==> src/rtl/multi_byte_add_seq.sv <==
// multi_byte_add_seq
//   Streaming carry-chain sequencer in front of an 8-bit combinational adder
//   core. Operand byte pairs arrive LSB first over valid/ready. A registered
//   operand stage drives the core. The core result is captured into a
//   registered output stage. The carry is chained between bytes, so one 8-bit
//   core can perform multi-byte add and subtract.
//
// Ports
//   clk, rst                  clock, synchronous active-high reset
//   in_valid/in_ready         operand handshake
//   in_a, in_b                operand bytes
//   in_sub                    subtract (first byte of a packet only)
//   in_last                   most-significant byte of packet
//   add_a/add_b/add_cin       drive the adder core
//   add_sum/add_cout          returned from the adder core
//   out_valid/out_ready       result handshake
//   out_sum                   result byte
//   out_last                  final byte of packet
//   out_carry                 carry-out of the final byte (sub: 1 = no borrow)
//   out_ovf                   signed overflow of the final byte
//   out_err                   packet was truncated at MAX_BYTES
module multi_byte_add_seq #(
  parameter int MAX_BYTES = 4
) (
  input  logic       clk,
  input  logic       rst,
  input  logic       in_valid,
  output logic       in_ready,
  input  logic [7:0] in_a,
  input  logic [7:0] in_b,
  input  logic       in_sub,
  input  logic       in_last,
  output logic [7:0] add_a,
  output logic [7:0] add_b,
  output logic       add_cin,
  input  logic [7:0] add_sum,
  input  logic       add_cout,
  output logic       out_valid,
  input  logic       out_ready,
  output logic [7:0] out_sum,
  output logic       out_last,
  output logic       out_carry,
  output logic       out_ovf,
  output logic       out_err
);
  localparam int CW = $clog2(MAX_BYTES + 1);

  logic          op_valid, op_sub, op_first, op_last, op_err;
  logic [7:0]    op_a, op_b;
  logic          carry_q, first_q, sub_q;
  logic [CW-1:0] cnt, cnt_nxt;
  logic          in_fire, mv, out_fire, trunc, eff_last;

  assign mv       = op_valid & (!out_valid | out_ready);
  assign in_ready = !op_valid | !out_valid | out_ready;
  assign in_fire  = in_valid & in_ready;
  assign out_fire = out_valid & out_ready;

  // A packet reaching MAX_BYTES without in_last is forcibly closed here.
  // The next byte then starts a new packet.
  assign cnt_nxt  = cnt + CW'(1);
  assign trunc    = (cnt_nxt == CW'(MAX_BYTES)) & !in_last;
  assign eff_last = in_last | trunc;

  // Subtraction is computed as A + ~B + 1. The +1 enters on the first byte only.
  assign add_a   = op_a;
  assign add_b   = op_sub ? ~op_b : op_b;
  assign add_cin = op_first ? op_sub : carry_q;

  always_ff @(posedge clk) begin
    if (rst) begin
      op_valid  <= 1'b0;
      op_a      <= '0;
      op_b      <= '0;
      op_sub    <= 1'b0;
      op_first  <= 1'b0;
      op_last   <= 1'b0;
      op_err    <= 1'b0;
      out_valid <= 1'b0;
      out_sum   <= '0;
      out_last  <= 1'b0;
      out_carry <= 1'b0;
      out_ovf   <= 1'b0;
      out_err   <= 1'b0;
      carry_q   <= 1'b0;
      first_q   <= 1'b1;
      sub_q     <= 1'b0;
      cnt       <= '0;
    end else begin
      if (in_fire) begin
        op_a     <= in_a;
        op_b     <= in_b;
        op_first <= first_q;
        op_sub   <= first_q ? in_sub : sub_q;
        op_last  <= eff_last;
        op_err   <= trunc;
        if (first_q) sub_q <= in_sub;
        if (eff_last) begin
          first_q <= 1'b1;
          cnt     <= '0;
        end else begin
          first_q <= 1'b0;
          cnt     <= cnt_nxt;
        end
      end

      if (in_fire)  op_valid <= 1'b1;
      else if (mv)  op_valid <= 1'b0;

      if (mv) begin
        out_sum   <= add_sum;
        out_last  <= op_last;
        out_err   <= op_err;
        out_carry <= op_last & add_cout;
        out_ovf   <= op_last & (add_a[7] == add_b[7]) & (add_sum[7] != add_a[7]);
        // The carry is dropped at a packet boundary. The next packet then starts clean.
        carry_q   <= op_last ? 1'b0 : add_cout;
      end

      if (mv)            out_valid <= 1'b1;
      else if (out_fire) out_valid <= 1'b0;
    end
  end
endmodule

==> config.mk <==
export PLATFORM = sky130hd
export DESIGN_NAME = multi_byte_add_seq
export DESIGN_NICKNAME = d
export VERILOG_FILES = /design/src/rtl/multi_byte_add_seq.sv
export SDC_FILE = /design/constraint.sdc
export NUM_CORES = 1
export LEC_CHECK = 0
export CORE_MARGIN = 1.5
export CORE_UTILIZATION = 41
export CTS_BUF_LIST = sky130_fd_sc_hd__clkbuf_2
export CTS_CLUSTER_DIAMETER = 60
export CTS_CLUSTER_SIZE = 28
export DETAILED_ROUTE_END_ITERATION = 8
export PLACE_DENSITY_LB_ADDON = 0.2
export SYNTH_ARGS = -nofsm -noshare
export SYNTH_HDL_FRONTEND = slang
export SYNTH_SLANG_ARGS = --single-unit
==> constraint.sdc <==
create_clock -name clk -period 1.32 [get_ports clk]
set_clock_uncertainty 0.1 [all_clocks]
set_input_delay 0.264 -clock clk [delete_from_list [all_inputs] [get_ports clk]]
set_output_delay 0.264 -clock clk [all_outputs]
set_load 0.01 [all_outputs]
==> run metrics, run 1 <==
total congestion overflow=0; synthesized cell area=1680 um2; Ports=62; failing checks=setup timing; share of post-route cells with drive strength above 1=41.4%; Total GRT Usage=20.4%; Seq/Total Area, Yosys=46.6%; final instance area=2620 um2; worst slack, placed=-0.606 ns; fin crit share=122%; die width=66.9 um; Reg clk slew, reported paths=0.19 ns; Critical Path AT=1.24 ns; CTS Hold Bufs=0; core region area=3970 um2; syn nets=228; initial antenna violation count=0; first-pass GRT wire length=6.90 mm; placer's final routability congestion estimate=0.811; Synth Area per Inst=8.60 um2; worst flop-to-flop path startpoint=cnt[1]; CP required=0.96 ns; Total Die Area=4480 um2; leading area contributor after synthesis=dfxtp_1; CP startpoint=sub_q; Synth area leaders=dfxtp_1, a21oi_1, o21ai_0, nand3_1, xor2_1; HP Class=in -> reg; final setup margin=-0.288 ns; root buffer cell=clkbuf_2; Port Buffer Count=61; via count=1794; pin count of the biggest net entering global routing=22; CTS tree=done; Pre-Repair DR Iteration Count=4; CTS H-tree depth=2; nets@finish=310; Hold EP=add_a[4]; Syn-to-layout area delta=56.3%; Setup crit end kind=output pin; number of fill cells=352; #FFs+latches synth=39; routed vias/inst=5.47; hold slack=0.290 ns; Post-DP Area=2440 um2; Max-slew headroom=83.1%; Worst Tran Pin Value=0.252 ns; CTS sink count=39; clock insertion delay at the later pin of the skew report=0.39 ns; R2R cell count=4; Max Freq=622 MHz; Post-DP HPWL=2.92 mm; Hold Path Depth=3; VDD IR max=584 uV; CP Max Fanout=5; antenna fix cells=0; CTS Buf Count=5; Final ANT Viol Nets=0; Die H=66.9 um; register area=818 um2; Multi-input gate area=891 um2; initial DRC count=88; WL final=4.92 mm; Maximum Capacitance Violations=0; Lkg Pwr=1.11 nW; RSZ-0062 raised after global routing=true; clk buf depth=2; min cycle time layout=1.61 ns; initial core utilization=42.2%; Syn. warnings=0; status=complete, but fails checks; r2r setup slk=-0.05 ns; wire per inst=15.0 um; Final Setup Violations=13; DRC viols=0; reg2reg end=op_err; vias in the first global route=1509; endpoints failing hold=0; Distinct cells, synth=33; Slew Viols, Final=0; CP startpoint kind=flip-flop; Setup CP Type=reg -> out; PwrDens=871 nW/um2; # rows=23; Mapped Cells=195; Hold Startpoint=in_a[4]; top-area cell type share of the netlist area=46.6%
[flip-flops by register name (all words and copies together), names as in the netlist, 3 cells and up]
register	flops
cnt	3
add_a	8
out_sum	8
op_b	8
[critical path: stages, from the launching register on]
cell	delay, ns
dfxtp_2	0.40
buf_6	0.15
xor2_2	0.16
buf_2	0.15
[logic make-up (layout without fill, tap and decap cells)]
| logic type | Yosys count | in the layout | share of synthesized area, % |
|---|---|---|---|
| compound gates | 73 | 73 | 23.4 |
| xor+xnor | 9 | 9 | 5.15 |
| buf+inv | 23 | 105 | 6.27 |
| flops | 39 | 39 | 46.6 |
| fa+ha+maj | 2 | 2 | 1.49 |
| mux | 2 | 2 | 1.27 |
| simple gates | 47 | 48 | 15.8 |
[through the flow]
| stage | TNS (ns) | util [%] | instances | power, mW |
|---|---|---|---|---|
| after global placement | -19.97 | 61.5 | 312 | 1.77 |
| after CTS | -2.72 | 61.8 | 323 | 2.26 |
| after global routing | -3.84 | 66.0 | 328 | 2.40 |
| after floorplan | 0 | - | 195 | 1.49 |
| after detailed placement | -19.37 | 61.5 | 312 | 1.77 |
| final | -2.69 | 66.0 | 328 | 2.28 |
[layer usage]
metal / GRT usage [%] / routed length (um) / vias up
li1: - / - / 866
met1: 24.9 / 1990 / 850
met2: 33.0 / 2480 / 72
met3: 6.59 / 392 / 6
met4: 7.91 / 63 / 0
met5: 0 / 0 / -
[synthesized netlist by cell type]
| library cell | n |
|---|---|
| nor4b_1 | 1 |
| a22oi_1 | 1 |
| inv_1 | 4 |
| o21ai_0 | 30 |
| o31ai_1 | 2 |
| mux2i_1 | 1 |
| clkbuf_2 | 2 |
| nor4_1 | 1 |
| nand2b_1 | 1 |
| and4_1 | 2 |
| a32o_1 | 2 |
| o211ai_1 | 1 |
| xor2_1 | 8 |
| and3b_4 | 1 |
| buf_4 | 3 |
| ha_1 | 2 |
| buf_2 | 4 |
| dfxtp_1 | 39 |
| nor2_1 | 2 |
| buf_1 | 4 |
| a311oi_1 | 1 |
| nand3_1 | 28 |
| clkbuf_1 | 5 |
| a22o_1 | 1 |
| mux2_2 | 1 |
| inv_2 | 1 |
| nor2b_1 | 4 |
| a21oi_1 | 35 |
| nor3_1 | 2 |
| nand2_1 | 1 |
| xor2_2 | 1 |
| nand4_1 | 3 |
| nand4b_1 | 1 |
[cells in the final DEF, fill, tap and decap left out, drive strengths merged]
cell and instances:
buf 59, dfxtp 39, a21oi 35, o21ai 30, clkdlybuf4s50 29, nand3 28
clkbuf 9, xor2 9, nor2b 5, inv 4, nand4 3, and4 2
a32o 2, clkinvlp 2, nor2 2, nor3 2, ha 2, o31ai 2
mux2 1, and3b 1, nand2 1, nor4 1, a22o 1, nand2b 1
mux2i 1, o211ai 1, a311oi 1, nand4b 1, a22oi 1, nor4b 1
clkinv 1, dlygate4sd2 1
[power by group]
part           switching, mW  internal [mW]  leakage [nW]
Clock                  0.381          0.145        0.0330
Combinational          0.222          0.257         0.749
Sequential            0.0381           1.24         0.331
Total                  0.641           1.64          1.11
[worst max-delay path by stage]
| stage | end | slack (ns) | cells past startpoint |
|---|---|---|---|
| after global placement | in_ready | -0.63 | 4 |
| final | add_b[1] | -0.29 | 3 |
| after floorplan | op_err | 0.04 | 4 |
| after global routing | add_b[1] | -0.37 | 3 |
| after CTS | add_b[1] | -0.29 | 3 |
| after detailed placement | in_ready | -0.61 | 4 |
[cell type report]
class / instances / share of cell area, %
timing repair buffer: 91 / 29.6
multi-input combinational: 134 / 34.0
tap: 50 / 2.39
sequential: 39 / 31.2
timing repair inverter: 1 / 0.287
clock inverter: 1 / 0.191
inverter: 5 / 0.955
clock buffer: 7 / 1.34
[what timing repair did]
| item | 4_1_cts | 5_1_grt |
|---|---|---|
| gates resized for setup | 166 | 25 |
| gates cloned | 0 | 4 |
| pin swaps | 5 | 11 |
| setup endpoints to repair | 66 | 38 |
| setup buffers | 3 | 3 |
(Power assumes the default switching activity.)
==> run 2: changes to the inputs <==
--- a/config.mk
+++ b/config.mk
@@ -5,13 +5,14 @@
 export SDC_FILE = /design/constraint.sdc
 export NUM_CORES = 1
 export LEC_CHECK = 0
+export ABC_AREA = 1
 export CORE_MARGIN = 1.5
-export CORE_UTILIZATION = 41
+export CORE_UTILIZATION = 40
 export CTS_BUF_LIST = sky130_fd_sc_hd__clkbuf_2
 export CTS_CLUSTER_DIAMETER = 60
 export CTS_CLUSTER_SIZE = 28
 export DETAILED_ROUTE_END_ITERATION = 8
-export PLACE_DENSITY_LB_ADDON = 0.2
+export PLACE_DENSITY = 0.77
 export SYNTH_ARGS = -nofsm -noshare
 export SYNTH_HDL_FRONTEND = slang
 export SYNTH_SLANG_ARGS = --single-unit
==> run metrics, run 2 <==
r2r setup slk=-0.02 ns (was -0.05 ns); min cycle time layout=1.62 ns (was 1.61 ns); Setup TNS=-2.43 ns (was -2.69 ns); Post-synth top cells=nor2_1, dfxtp_1, nand2_1, o21ai_0 (was dfxtp_1, a21oi_1, o21ai_0, nand3_1, xor2_1); #FFs+latches synth=39 (unchanged); CTS Hold Bufs=0 (unchanged); initial antenna violation count=0 (unchanged); root buffer cell=clkbuf_2 (unchanged); VDD IR max=545 uV (was 584 uV); Final Setup Violations=13 (unchanged); Max-slew headroom=84.8% (was 83.1%); CP required=0.96 ns (about the same); Most Crowded Layer GR=met2 (unchanged); top-area cell type share of the netlist area=49.0% (was 46.6%); HP Class=in -> reg (unchanged); GR Util met1=21.1% (was 24.9%); most frequent cells in the layout=nor2_1, clkdlybuf4s50_1, buf_2 (was a21oi_1, clkdlybuf4s50_1, nand3_1, o21ai_0, buf_2); Distinct cells, synth=20 (was 33); CTS H-tree depth=2 (unchanged); via count=1639 (was 1794); Setup CP Type=reg -> out (unchanged); status=complete, but fails checks (unchanged); leading area contributor after synthesis=dfxtp_1 (unchanged); CP startpoint kind=flip-flop (unchanged); Post-DP HPWL=2.69 mm (was 2.92 mm); first-pass GRT wire length=6.04 mm (was 6.90 mm); Post-synth top flop=dfxtp_1 (unchanged); Lkg Pwr=1.18 nW (was 1.11 nW); initial core utilization=42.5% (was 42.2%); Total GRT Usage=17.7% (was 20.4%); CTS tree=done (unchanged); CP startpoint=sub_q (unchanged); Seq/Total Area, Yosys=49.0% (was 46.6%); vias in the first global route=1425 (was 1509); total congestion overflow=0 (unchanged); leading cell type in the layout, fill and taps excluded=nor2_1 (was a21oi_1); slowest CP cell=dfxtp_4 (was dfxtp_2); endpoints failing hold=0 (unchanged); Setup crit end kind=output pin (unchanged); fin crit share=123% (was 122%); failing checks=setup timing (unchanged); total power=2.46 mW (was 2.28 mW); Syn. warnings=0 (unchanged); placer's final routability congestion estimate=0.855 (was 0.811); most frequent cell after synthesis=nor2_1 (was dfxtp_1); EDFF count, synth=0 (unchanged); pin count of the biggest net entering global routing=29 (was 22); Synth Area per Inst=7.66 um2 (was 8.60 um2); clk buf depth=2 (unchanged); asr flop ratio synth=0% (unchanged); syn nets=241 (was 228); Critical Path Max Stage Delay=0.41 ns (was 0.40 ns); # rows=22 (was 23); Hold Path Depth=3 (unchanged); Maximum Capacitance Violations=0 (unchanged); worst flop-to-flop path startpoint=cnt[1] (unchanged); Util after Layout=68.4% (was 66.0%); reg2reg end=cnt[0] (was op_err); Slew Viols, Final=0 (unchanged); sequence of cells on the critical path=buf_12, xor2_1, buf_2 (was buf_6, xor2_2, buf_2); Critical Path AT=1.26 ns (was 1.24 ns); initial DRC count=53 (was 88); Die H=66.1 um (was 66.9 um); Final ANT Viol Nets=0 (unchanged); Reg clk slew, reported paths=0.21 ns (was 0.19 ns); Ports=62 (unchanged); core region area=3740 um2 (was 3970 um2); clock insertion delay at the later pin of the skew report=0.38 ns (was 0.39 ns); Mapped Cells=208 (was 195); WL final=4.50 mm (was 4.92 mm); RSZ-0062 raised after global routing=true (unchanged); Synth area leaders=dfxtp_1, nor2_1, o21ai_0, nand2_1, a21oi_1 (was dfxtp_1, a21oi_1, o21ai_0, nand3_1, xor2_1); Hold Startpoint=in_sub (was in_a[4]); PwrDens=960 nW/um2 (was 871 nW/um2); hold slack=0.318 ns (was 0.290 ns); DRC viols=0 (unchanged); CTS sink count=39 (unchanged); Port Buffer Count=61 (unchanged); share of post-route cells with drive strength above 1=42.2% (was 41.4%); GRT met2 Usage=31.0% (was 33.0%); Max Freq=616 MHz (was 622 MHz); die width=66.1 um (was 66.9 um); Total Die Area=4370 um2 (was 4480 um2); antenna fix cells=0 (unchanged); CP Max Fanout=7 (was 5); Hold EP=sub_q (was add_a[4]); final setup margin=-0.304 ns (was -0.288 ns); M3 GR Usage=4.43% (was 6.59%); Syn-to-layout area delta=60.8% (was 56.3%); Pre-Repair DR Iteration Count=4 (unchanged); CTS Buf Count=5 (unchanged); routed vias/inst=4.79 (was 5.47); R2R cell count=8 (was 4); synthesized cell area=1590 um2 (was 1680 um2); nets@finish=326 (was 310); Worst Tran Pin Value=0.227 ns (was 0.252 ns); worst slack, placed=-0.412 ns (was -0.606 ns); wire per inst=13.2 um (was 15.0 um)
## run 2: through the flow
stage / cells / cell area [um2]
3_5_place_dp: 327 / 2390
4_1_cts: 338 / 2350
5_1_grt: 342 / 2560
3_3_place_gp: 327 / 2390
2_1_floorplan: 208 / 1590
6_report: 342 / 2560
## run 2: logic make-up (layout without fill, tap and decap cells)
group                      count (synthesis)  in the layout  synth area share (%)
AOI/OAI and AO/OA                         38             38                  11.9
xor gates and xnor gates                   7              7                  3.85
adders and majority gates                  2              2                  1.57
buffers and inverters                     25            111                  8.01
DFF                                       39             39                  49.0
and+or+nand+nor                           97             97                  25.6
## run 2: power breakdown
| group | switching (mW) | total [mW] | internal [mW] |
|---|---|---|---|
| Combinational | 0.281 | 0.607 | 0.326 |
| Clock | 0.402 | 0.537 | 0.135 |
| Sequential | 0.0539 | 1.31 | 1.26 |
| Total | 0.737 | 2.46 | 1.72 |
## run 2: repair_timing
item | CTS | global route
gates cloned | 0 | 3
setup buffers | 3 | 1
gates resized for setup | 153 | 50
setup endpoints to repair | 32 | 35
pin swaps | 5 | 5
## run 2: cell type report
type / count / area, um2
clock inverter: 2 / 12.5
tap: 48 / 60.1
inverter: 16 / 67.6
multi-input combinational: 144 / 787
timing repair buffer: 87 / 787
fill: 325 / 1180
clock buffer: 6 / 30.0
sequential: 39 / 817
## run 2: how the worst max path moves through the flow
stage                    end  slack, ns  cells past startpoint
finish              add_b[5]      -0.30                      3
global route        add_b[5]      -0.38                      3
CTS                 add_b[2]      -0.27                      3
detailed placement  in_ready      -0.41                      4
global placement    in_ready      -0.42                      4
floorplan           add_a[0]       0.12                      6
## run 2: critical path, delay by kind of cell, from the launching register on
| kind | cells | cell delay [ns] |
|---|---|---|
| flops | 1 | 0.41 |
| buf+inv | 2 | 0.30 |
| xor+xnor | 1 | 0.15 |
## run 2: routing by layer
| layer | wire (um) | share of wire [%] |
|---|---|---|
| met4 | 53 | 1.2 |
| met3 | 212 | 4.7 |
| met2 | 2330 | 52 |
| met5 | 0 | 0 |
| met1 | 1900 | 42 |
